## config.mk

```make
export PLATFORM = sky130hd
export DESIGN_NAME = mainboard_wb_arbiter
export DESIGN_NICKNAME = d
export VERILOG_FILES = /design/src/rtl/mainboard_wb_arbiter.sv
export SDC_FILE = /design/constraint.sdc
export NUM_CORES = 1
export LEC_CHECK = 0
export ABC_AREA = 1
export BUFFER_PORTS_ARGS = -buffer_cell sky130_fd_sc_hd__clkbuf_2
export CAP_MARGIN = 20
export CORE_ASPECT_RATIO = 1.75
export CORE_MARGIN = 2
export CORE_UTILIZATION = 23
export DETAILED_ROUTE_END_ITERATION = 10
export MAX_ROUTING_LAYER = met4
export PLACE_DENSITY = 0.77
export SLEW_MARGIN = 20
export SYNTH_ARGS = -nofsm -noshare
export SYNTH_HDL_FRONTEND = slang
export SYNTH_SLANG_ARGS = --single-unit
```

## constraint.sdc

```tcl
create_clock -name clk -period 1.1 [get_ports clk]
set_clock_uncertainty 0.1 [all_clocks]
set_input_delay 0.055 -clock clk [delete_from_list [all_inputs] [get_ports clk]]
set_output_delay 0.055 -clock clk [all_outputs]
set_load 0.01 [all_outputs]
```

## src/rtl/mainboard_wb_arbiter.sv

```systemverilog
// Two-master round-robin Wishbone arbiter in front of the mainboard 8-bit slave port.
// Optional stb-to-ack watchdog: define MAINBOARD_WB_ARB_TIMEOUT_EN.
//
// state | meaning
// IDLE  | no owner, slave port outputs all zero
// OWN0  | m0 (overlay/debug CPU) owns the slave port
// OWN1  | m1 (ROM image loader) owns the slave port
module mainboard_wb_arbiter #(
  parameter int ADDR_BITS      = 24,
  parameter int TIMEOUT_CYCLES = 255
) (
  input  logic                 clk,
  input  logic                 reset,

  input  logic [0:ADDR_BITS-1] m0_adr_i,
  input  logic [7:0]           m0_dat_i,
  output logic [7:0]           m0_dat_o,
  input  logic                 m0_we_i,
  input  logic                 m0_sel_i,
  input  logic                 m0_stb_i,
  input  logic                 m0_cyc_i,
  output logic                 m0_ack_o,

  input  logic [0:ADDR_BITS-1] m1_adr_i,
  input  logic [7:0]           m1_dat_i,
  output logic [7:0]           m1_dat_o,
  input  logic                 m1_we_i,
  input  logic                 m1_sel_i,
  input  logic                 m1_stb_i,
  input  logic                 m1_cyc_i,
  output logic                 m1_ack_o,

  output logic [0:ADDR_BITS-1] s_adr_o,
  output logic [7:0]           s_dat_o,
  output logic                 s_we_o,
  output logic                 s_sel_o,
  output logic                 s_stb_o,
  output logic                 s_cyc_o,
  input  logic [7:0]           s_dat_i,
  input  logic                 s_ack_i,

  output logic [1:0]           grant,
  output logic                 timeout_err
);

  typedef enum logic [1:0] {
    IDLE = 2'd0,
    OWN0 = 2'd1,
    OWN1 = 2'd2
  } state_t;

  state_t state, state_nxt;
  logic   last_owner, last_owner_nxt;
  logic   sel0, sel1;
  logic   owner_stb;
  logic   slave_ack;
  logic   tmo_fire;

  always_ff @(posedge clk) begin
    if (reset) begin
      state      <= IDLE;
      last_owner <= 1'b1;
    end else begin
      state      <= state_nxt;
      last_owner <= last_owner_nxt;
    end
  end

  // Ownership only changes when the owner drops cyc; handoff skips IDLE if the other master waits.
  always_comb begin
    state_nxt      = state;
    last_owner_nxt = last_owner;
    case (state)
      IDLE: begin
        if (m0_cyc_i && m1_cyc_i) state_nxt = last_owner ? OWN0 : OWN1;
        else if (m0_cyc_i)        state_nxt = OWN0;
        else if (m1_cyc_i)        state_nxt = OWN1;
      end
      OWN0: begin
        if (!m0_cyc_i) begin
          last_owner_nxt = 1'b0;
          state_nxt      = m1_cyc_i ? OWN1 : IDLE;
        end
      end
      OWN1: begin
        if (!m1_cyc_i) begin
          last_owner_nxt = 1'b1;
          state_nxt      = m0_cyc_i ? OWN0 : IDLE;
        end
      end
      default: state_nxt = IDLE;
    endcase
  end

  assign sel0      = (state == OWN0);
  assign sel1      = (state == OWN1);
  assign owner_stb = (sel0 & m0_stb_i) | (sel1 & m1_stb_i);
  assign slave_ack = s_ack_i & owner_stb;

  always_comb begin
    s_adr_o  = '0;
    s_dat_o  = 8'h00;
    s_we_o   = 1'b0;
    s_sel_o  = 1'b0;
    s_cyc_o  = 1'b0;
    m0_ack_o = 1'b0;
    m1_ack_o = 1'b0;
    m0_dat_o = 8'h00;
    m1_dat_o = 8'h00;
    if (sel0) begin
      s_adr_o = m0_adr_i;
      s_dat_o = m0_dat_i;
      s_we_o  = m0_we_i;
      s_sel_o = m0_sel_i;
      s_cyc_o = m0_cyc_i;
    end else if (sel1) begin
      s_adr_o = m1_adr_i;
      s_dat_o = m1_dat_i;
      s_we_o  = m1_we_i;
      s_sel_o = m1_sel_i;
      s_cyc_o = m1_cyc_i;
    end
    // A slave ack landing on a reset edge belongs to a transfer that is being torn down.
    if (!reset) begin
      if (sel0) begin
        m0_ack_o = slave_ack | tmo_fire;
        m0_dat_o = tmo_fire ? 8'hFF : s_dat_i;
      end
      if (sel1) begin
        m1_ack_o = slave_ack | tmo_fire;
        m1_dat_o = tmo_fire ? 8'hFF : s_dat_i;
      end
    end
    s_stb_o = owner_stb & ~tmo_fire;
  end

  assign grant = {sel0, sel1};

`ifdef MAINBOARD_WB_ARB_TIMEOUT_EN
  logic [15:0] tmo_cnt;
  logic        tmo_err_q;

  assign tmo_fire = owner_stb && !s_ack_i && !reset &&
                    (tmo_cnt == 16'(TIMEOUT_CYCLES - 1));

  always_ff @(posedge clk) begin
    if (reset) begin
      tmo_cnt   <= '0;
      tmo_err_q <= 1'b0;
    end else begin
      if (s_ack_i || !owner_stb || tmo_fire || (state_nxt != state)) tmo_cnt <= '0;
      else                                                           tmo_cnt <= tmo_cnt + 16'd1;
      if (tmo_fire) tmo_err_q <= 1'b1;
    end
  end

  assign timeout_err = tmo_err_q;
`else
  // Legal TIMEOUT_CYCLES is never 0, so this is constant low without the watchdog.
  assign tmo_fire    = (TIMEOUT_CYCLES == 0);
  assign timeout_err = 1'b0;
`endif

endmodule

```

After elaboration in Yosys (flattened, before gate mapping)
Cells that the tools add are included.
- flip-flop bits (word level): 3
- output and inout bits: 57
- logic and storage cells: 46
- bits of input ports: 83
- bitwise operators: 4
- equal/unequal tests: 5
- reduce and logical (&&, ||, !) cells: 5
- muxes and demuxes: 30
- operator list (operator ; number):
    $mux 24 ; 2
    $mux 8 ; 6
    $mux 2 ; 7
    $mux 1 ; 13
    $pmux 2 s3 ; 1
    $reduce_and 3->1 ; 2
    $ne 2x2->1 const B ; 2
    $ne 4x4->1 const B ; 1
    $and 1x1->1 ; 3
    $eq 2x1->1 const B ; 1
    $eq 2x2->1 const B ; 1
    $logic_not 2->1 ; 1
    $pmux 1 s2 ; 1
    $reduce_bool 2->1 ; 1
    $logic_and 1x1->1 ; 1
    $or 1x1->1 ; 1

Depth between registers and ports, before layout
- word-level depth: 6
- gate-level depth with buffers: 7
- gate-level depth less buffers: 7

Least setup slack after synthesis
OpenSTA, ideal clock, no wires.
- kind: register to output
- start: reg state[1]
- end: out m0_ack_o
- stages on the path, launching flop included: 7
- path buffers: 0
- path slack: -0.077 ns
- arrival time: 1.022 ns
- required time: 0.945 ns
- cell sequence: dfxtp_1 > nand2_1 > inv_4 > nand2_1 > nand2_2 > nand2_1 > nor2_1
- longest elaborated chain between the ends: 6
- elaborated cells on any way between the ends: 8
- those cells by class: 2 x eq/ne; 2 x mux; 4 x bitwise
- RTL lines (what ; RTL line ; RTL):
    start: declaration ; 52 ; state_t state, state_nxt;
    start signal: assignment ; 64 ; state <= state_nxt;
    $eq 2x1->1 or $eq 2x2->1 (tied branches) ; 95, 96 ;
    $and 1x1->1 ; 97 ; assign owner_stb = (sel0 & m0_stb_i) | (sel1 & m1_stb_i);
    $or 1x1->1 * ; 97 ;
    named net s_stb_o ; 37 ; output logic s_stb_o,
    $and 1x1->1 * ; 98 ; assign slave_ack = s_ack_i & owner_stb;
    $mux 1 * ; 125 ; if (sel0) begin
    $mux 1 * ; 124 ; if (!reset) begin
    end: declaration ; 22 ; output logic m0_ack_o,
Mark *: on every way through the listed nets, which the timed path passes. The rest lies on a longest branch.

Worst setup path after layout
- start: reg state[0]
- end: out s_adr_o[16] (netlist name)
- longest elaborated chain between the ends: 3
- elaborated cells on any way between the ends: 4
- those cells by class: 2 x eq/ne; 2 x mux
- RTL lines (what ; RTL line ; RTL):
    $eq 2x2->1 ; 96 ; assign sel1 = (state == OWN1);
    $mux 24 ; 116 ; end else if (sel1) begin
    $mux 24 * ; 110 ; if (sel0) begin
    end: declaration ; 33 ; output logic [0:ADDR_BITS-1] s_adr_o,
Every way passes the cells marked *; elsewhere a longest branch is shown, timed or not.

==> flow_metrics.env <==
export IMPL_outcome="finished with violations"
export IMPL_finalNetCount=341
export IMPL_initialDrtViolationCount=10
export IMPL_critical_path_slowest_cell="sky130_fd_sc_hd__dfxtp_2"
export IMPL_cp_max_fo=6
export IMPL_setup_worst_path_start="state[0]"
export IMPL_clk_insertion_delay_late_ns=0.21
export IMPL_reg2regPathDepth=7
export IMPL_clock_tree_root_cell="sky130_fd_sc_hd__clkbuf_8"
export IMPL_dp_hpwl_mm=2.89
export IMPL_viasPerCell=4.71
export IMPL_most_common_cell_in_the_netlist="sky130_fd_sc_hd__a22o_1"
export IMPL_cts_buffers_inserted=3
export IMPL_timing_hold_worst_class="input port to flip-flop"
export IMPL_synth_cells_most_frequent="sky130_fd_sc_hd__a22o_1 (34), sky130_fd_sc_hd__nor2_1 (20), sky130_fd_sc_hd__inv_1 (13), sky130_fd_sc_hd__nand2_1 (10), sky130_fd_sc_hd__nand3_1 (6)"
export IMPL_grt_max_degree=17
export IMPL_required_time_reported_for_the_critical_path_endpoint_ns=0.94
export IMPL_core_area_um2=2930
export IMPL_ys_types=17
export IMPL_path_clk_slew_ns=0.03
export IMPL_antenna_violating_nets_post_route=0
export IMPL_synthesis_instances=108
export IMPL_area_delta_synth_final_pct=147
export IMPL_residual_overflow_from_global_routing=0
export IMPL_drt_drc_violations_left=0
export IMPL_min_period_ns=1.40
export IMPL_yosysTopAreaCellShare_pct=42.0
export IMPL_synthFlopType="sky130_fd_sc_hd__dfxtp_1"
export IMPL_final_layout_size_suffix_gt1_share_pct=70.4
export IMPL_grt_first_pass_wirelength_mm=5.25
export IMPL_crit_type="flip-flop to primary output"
export IMPL_setup_slack_ns=-0.299
export IMPL_insertedDiodeCount=0
export IMPL_crit_cells=6
export IMPL_post_synth_cell_area_avg_um2=6.56
export IMPL_max_vdd_ir_drop_uv=619
export IMPL_crit_path_max_incr_delay_ns=0.32
export IMPL_routed_wl_mm=3.52
export IMPL_finalHoldViolations=0
export IMPL_worst_flop_to_flop_path_startpoint="state[0]"
export IMPL_synthesis_yosys_warnings=0
export IMPL_crit_arrival_ns=1.24
export IMPL_initial_utilization_pct=24.2
export IMPL_clock_tree_from_tritoncts="built"
export IMPL_groute_usage_overall_pct=19.9
export IMPL_die_w_um=45.9
export IMPL_critPathLaunchType="flip-flop"
export IMPL_finalSetupViolCount=59
export IMPL_drtPass1Iterations=4
export IMPL_min_from="m0_cyc_i"
export IMPL_gpl_congestion=0.840
export IMPL_setup_repair_after_global_routing_missed_its_margin="true"
export IMPL_num_vias=1342
export IMPL_dieArea_um2=3560
export IMPL_rows=26
export IMPL_synth_area_leader_cell="sky130_fd_sc_hd__a22o_1"
export IMPL_synth_edf_count=0
export IMPL_r2r_slack_ns=-0.04
export IMPL_critical_path_top_delay_family="buffers and inverters"
export IMPL_drv_max_cap_violation_count=0
export IMPL_io_pins=140
export IMPL_achievable_frequency_ghz=0.715
export IMPL_die_height_um=77.4
export IMPL_violated_checks="setup timing"
export IMPL_pwr_density_cell_nw_per_um2=897
export IMPL_post_place_ws_ns=-0.139
export IMPL_synth_seq_area_share_pct=8.48
export IMPL_critical_path_destination="s_adr_o[16]"
export IMPL_finalHoldWorstSlack_ns=0.0657
export IMPL_tritoncts_num_sinks=3
export IMPL_cts_path_max_buffers=2
export IMPL_mappedNetlistNets=191
export IMPL_worst_r2r_endpoint="state[1]"
export IMPL_detail_route_wl_per_cell_um=12.4
export IMPL_drv_slew=0
export IMPL_layout_worst_path_cycle_share_pct=127
export IMPL_via_count_of_the_first_global_routing_pass=1261
export IMPL_timing_critical_path_cells="inv_4, nor2_4, buf_12, buf_4, a22o_1, buf_2"
export IMPL_htree_levels=1
export IMPL_syn_cell_area_um2=708
export IMPL_worst_path_buf_inv=4
export IMPL_synth_async_sr_flop_share_pct=0
export IMPL_synthesized_flop_and_latch_total=3
export IMPL_initial_antenna_violation_count=0
export IMPL_synth_top_cells_by_area="sky130_fd_sc_hd__a22o_1 (42%), sky130_fd_sc_hd__nor2_1 (11%), sky130_fd_sc_hd__dfxtp_1 (8.5%)"
export IMPL_portBuffers=138
export IMPL_setup_worst_path_end_class="primary output"
export IMPL_leakagePower_uw=0.00110
where the power goes:
part,internal (µW),total (µW),switching [µW]
clock network,246,312,65.5
registers,125,138,13.8
logic,585,1120,534
total,957,1570,613
worst min-delay path, stage by stage:
cell	delay, ns
sky130_fd_sc_hd__clkbuf_2	0.12
sky130_fd_sc_hd__nand3_4	0.11
sky130_fd_sc_hd__a21oi_2	0.05
metal layers:
metal / wire, µm / up-vias / GRT usage [%]
met5: 0 / - / -
met4: 48 / 0 / 6.86
met3: 402 / 4 / 3.26
met2: 2050 / 79 / 40.3
met1: 1030 / 585 / 15.6
li1: - / 674 / -
worst min-delay path by stage:
stage	to	slack, ns	cells after the start
3_3_place_gp	state[1]	0.18	2
3_5_place_dp	state[1]	0.18	2
4_1_cts	state[0]	0.05	3
6_report	state[0]	0.07	3
2_1_floorplan	state[0]	0.02	1
5_1_grt	state[0]	0.09	3
state kept, by name, summed over array words and instances (netlist names):
signal,flops
state,2
last_owner,1
repair_timing:
| action | CTS | global route |
|---|---|---|
| pin swaps | 7 | 5 |
| cloned | 1 | 0 |
| setup endpoints to repair | 58 | 59 |
| buffers inserted | 3 | 1 |
| endpoints found under the hold margin | 2 | 0 |
| gates resized for setup | 14 | 48 |
| hold buffers | 2 | 0 |
per-stage QoR:
| stage | area, µm² | util (%) | std cells | power [µW] | TNS, ns |
|---|---|---|---|---|---|
| 3_3_place_gp | 1510 | 51.4 | 275 | 1100 | -2.65 |
| 4_1_cts | 1680 | 57.4 | 285 | 1540 | -14.89 |
| 6_report | 1750 | 59.8 | 285 | 1570 | -13.70 |
| 3_5_place_dp | 1510 | 51.4 | 275 | 1110 | -3.02 |
| 5_1_grt | 1750 | 59.8 | 285 | 1690 | -17.63 |
| 2_1_floorplan | 748 | - | 108 | 676 | 0 |
kinds of logic (layout without fill, tap and decap cells):
logic type	Yosys count	in the layout	share of synthesized area (%)
AOI/OAI and AO/OA	38	38	44.9
buffers and inverters	25	174	20.8
DFF	3	3	8.48
other	1	1	0.530
and+or+nand+nor	41	41	25.3
area by class of cell:
class                           count  area [µm²]
Timing Repair Buffer              155         927
Tap cell                           28        35.0
Sequential cell                     3        65.1
Fill cell                         284        1180
Clock buffer                        4        45.0
Inverter                           15        63.8
Multi-Input combinational cell     80         614
cell usage in the layout (no fill, tap or decap):
master                          instances
sky130_fd_sc_hd__nor2_4                 6
sky130_fd_sc_hd__buf_2                 22
sky130_fd_sc_hd__buf_4                  5
sky130_fd_sc_hd__nand3_1                4
sky130_fd_sc_hd__dlygate4sd3_1          2
sky130_fd_sc_hd__nand2_1                5
sky130_fd_sc_hd__nor2_1                13
sky130_fd_sc_hd__buf_12                 4
sky130_fd_sc_hd__clkbuf_8               3
sky130_fd_sc_hd__clkbuf_1               1
sky130_fd_sc_hd__nor2_2                 3
sky130_fd_sc_hd__dfxtp_4                1
sky130_fd_sc_hd__nand2_4                6
sky130_fd_sc_hd__nand3_4                2
sky130_fd_sc_hd__a22o_1                34
sky130_fd_sc_hd__dfxtp_2                1
sky130_fd_sc_hd__dfxtp_1                1
sky130_fd_sc_hd__inv_4                  3
sky130_fd_sc_hd__o21ai_0                1
sky130_fd_sc_hd__a21oi_2                1
sky130_fd_sc_hd__inv_1                 12
sky130_fd_sc_hd__buf_6                 11
sky130_fd_sc_hd__nand2_2                2
sky130_fd_sc_hd__a21oi_1                2
sky130_fd_sc_hd__conb_1                 1
sky130_fd_sc_hd__clkbuf_2             111
(Power assumes the default switching activity.)
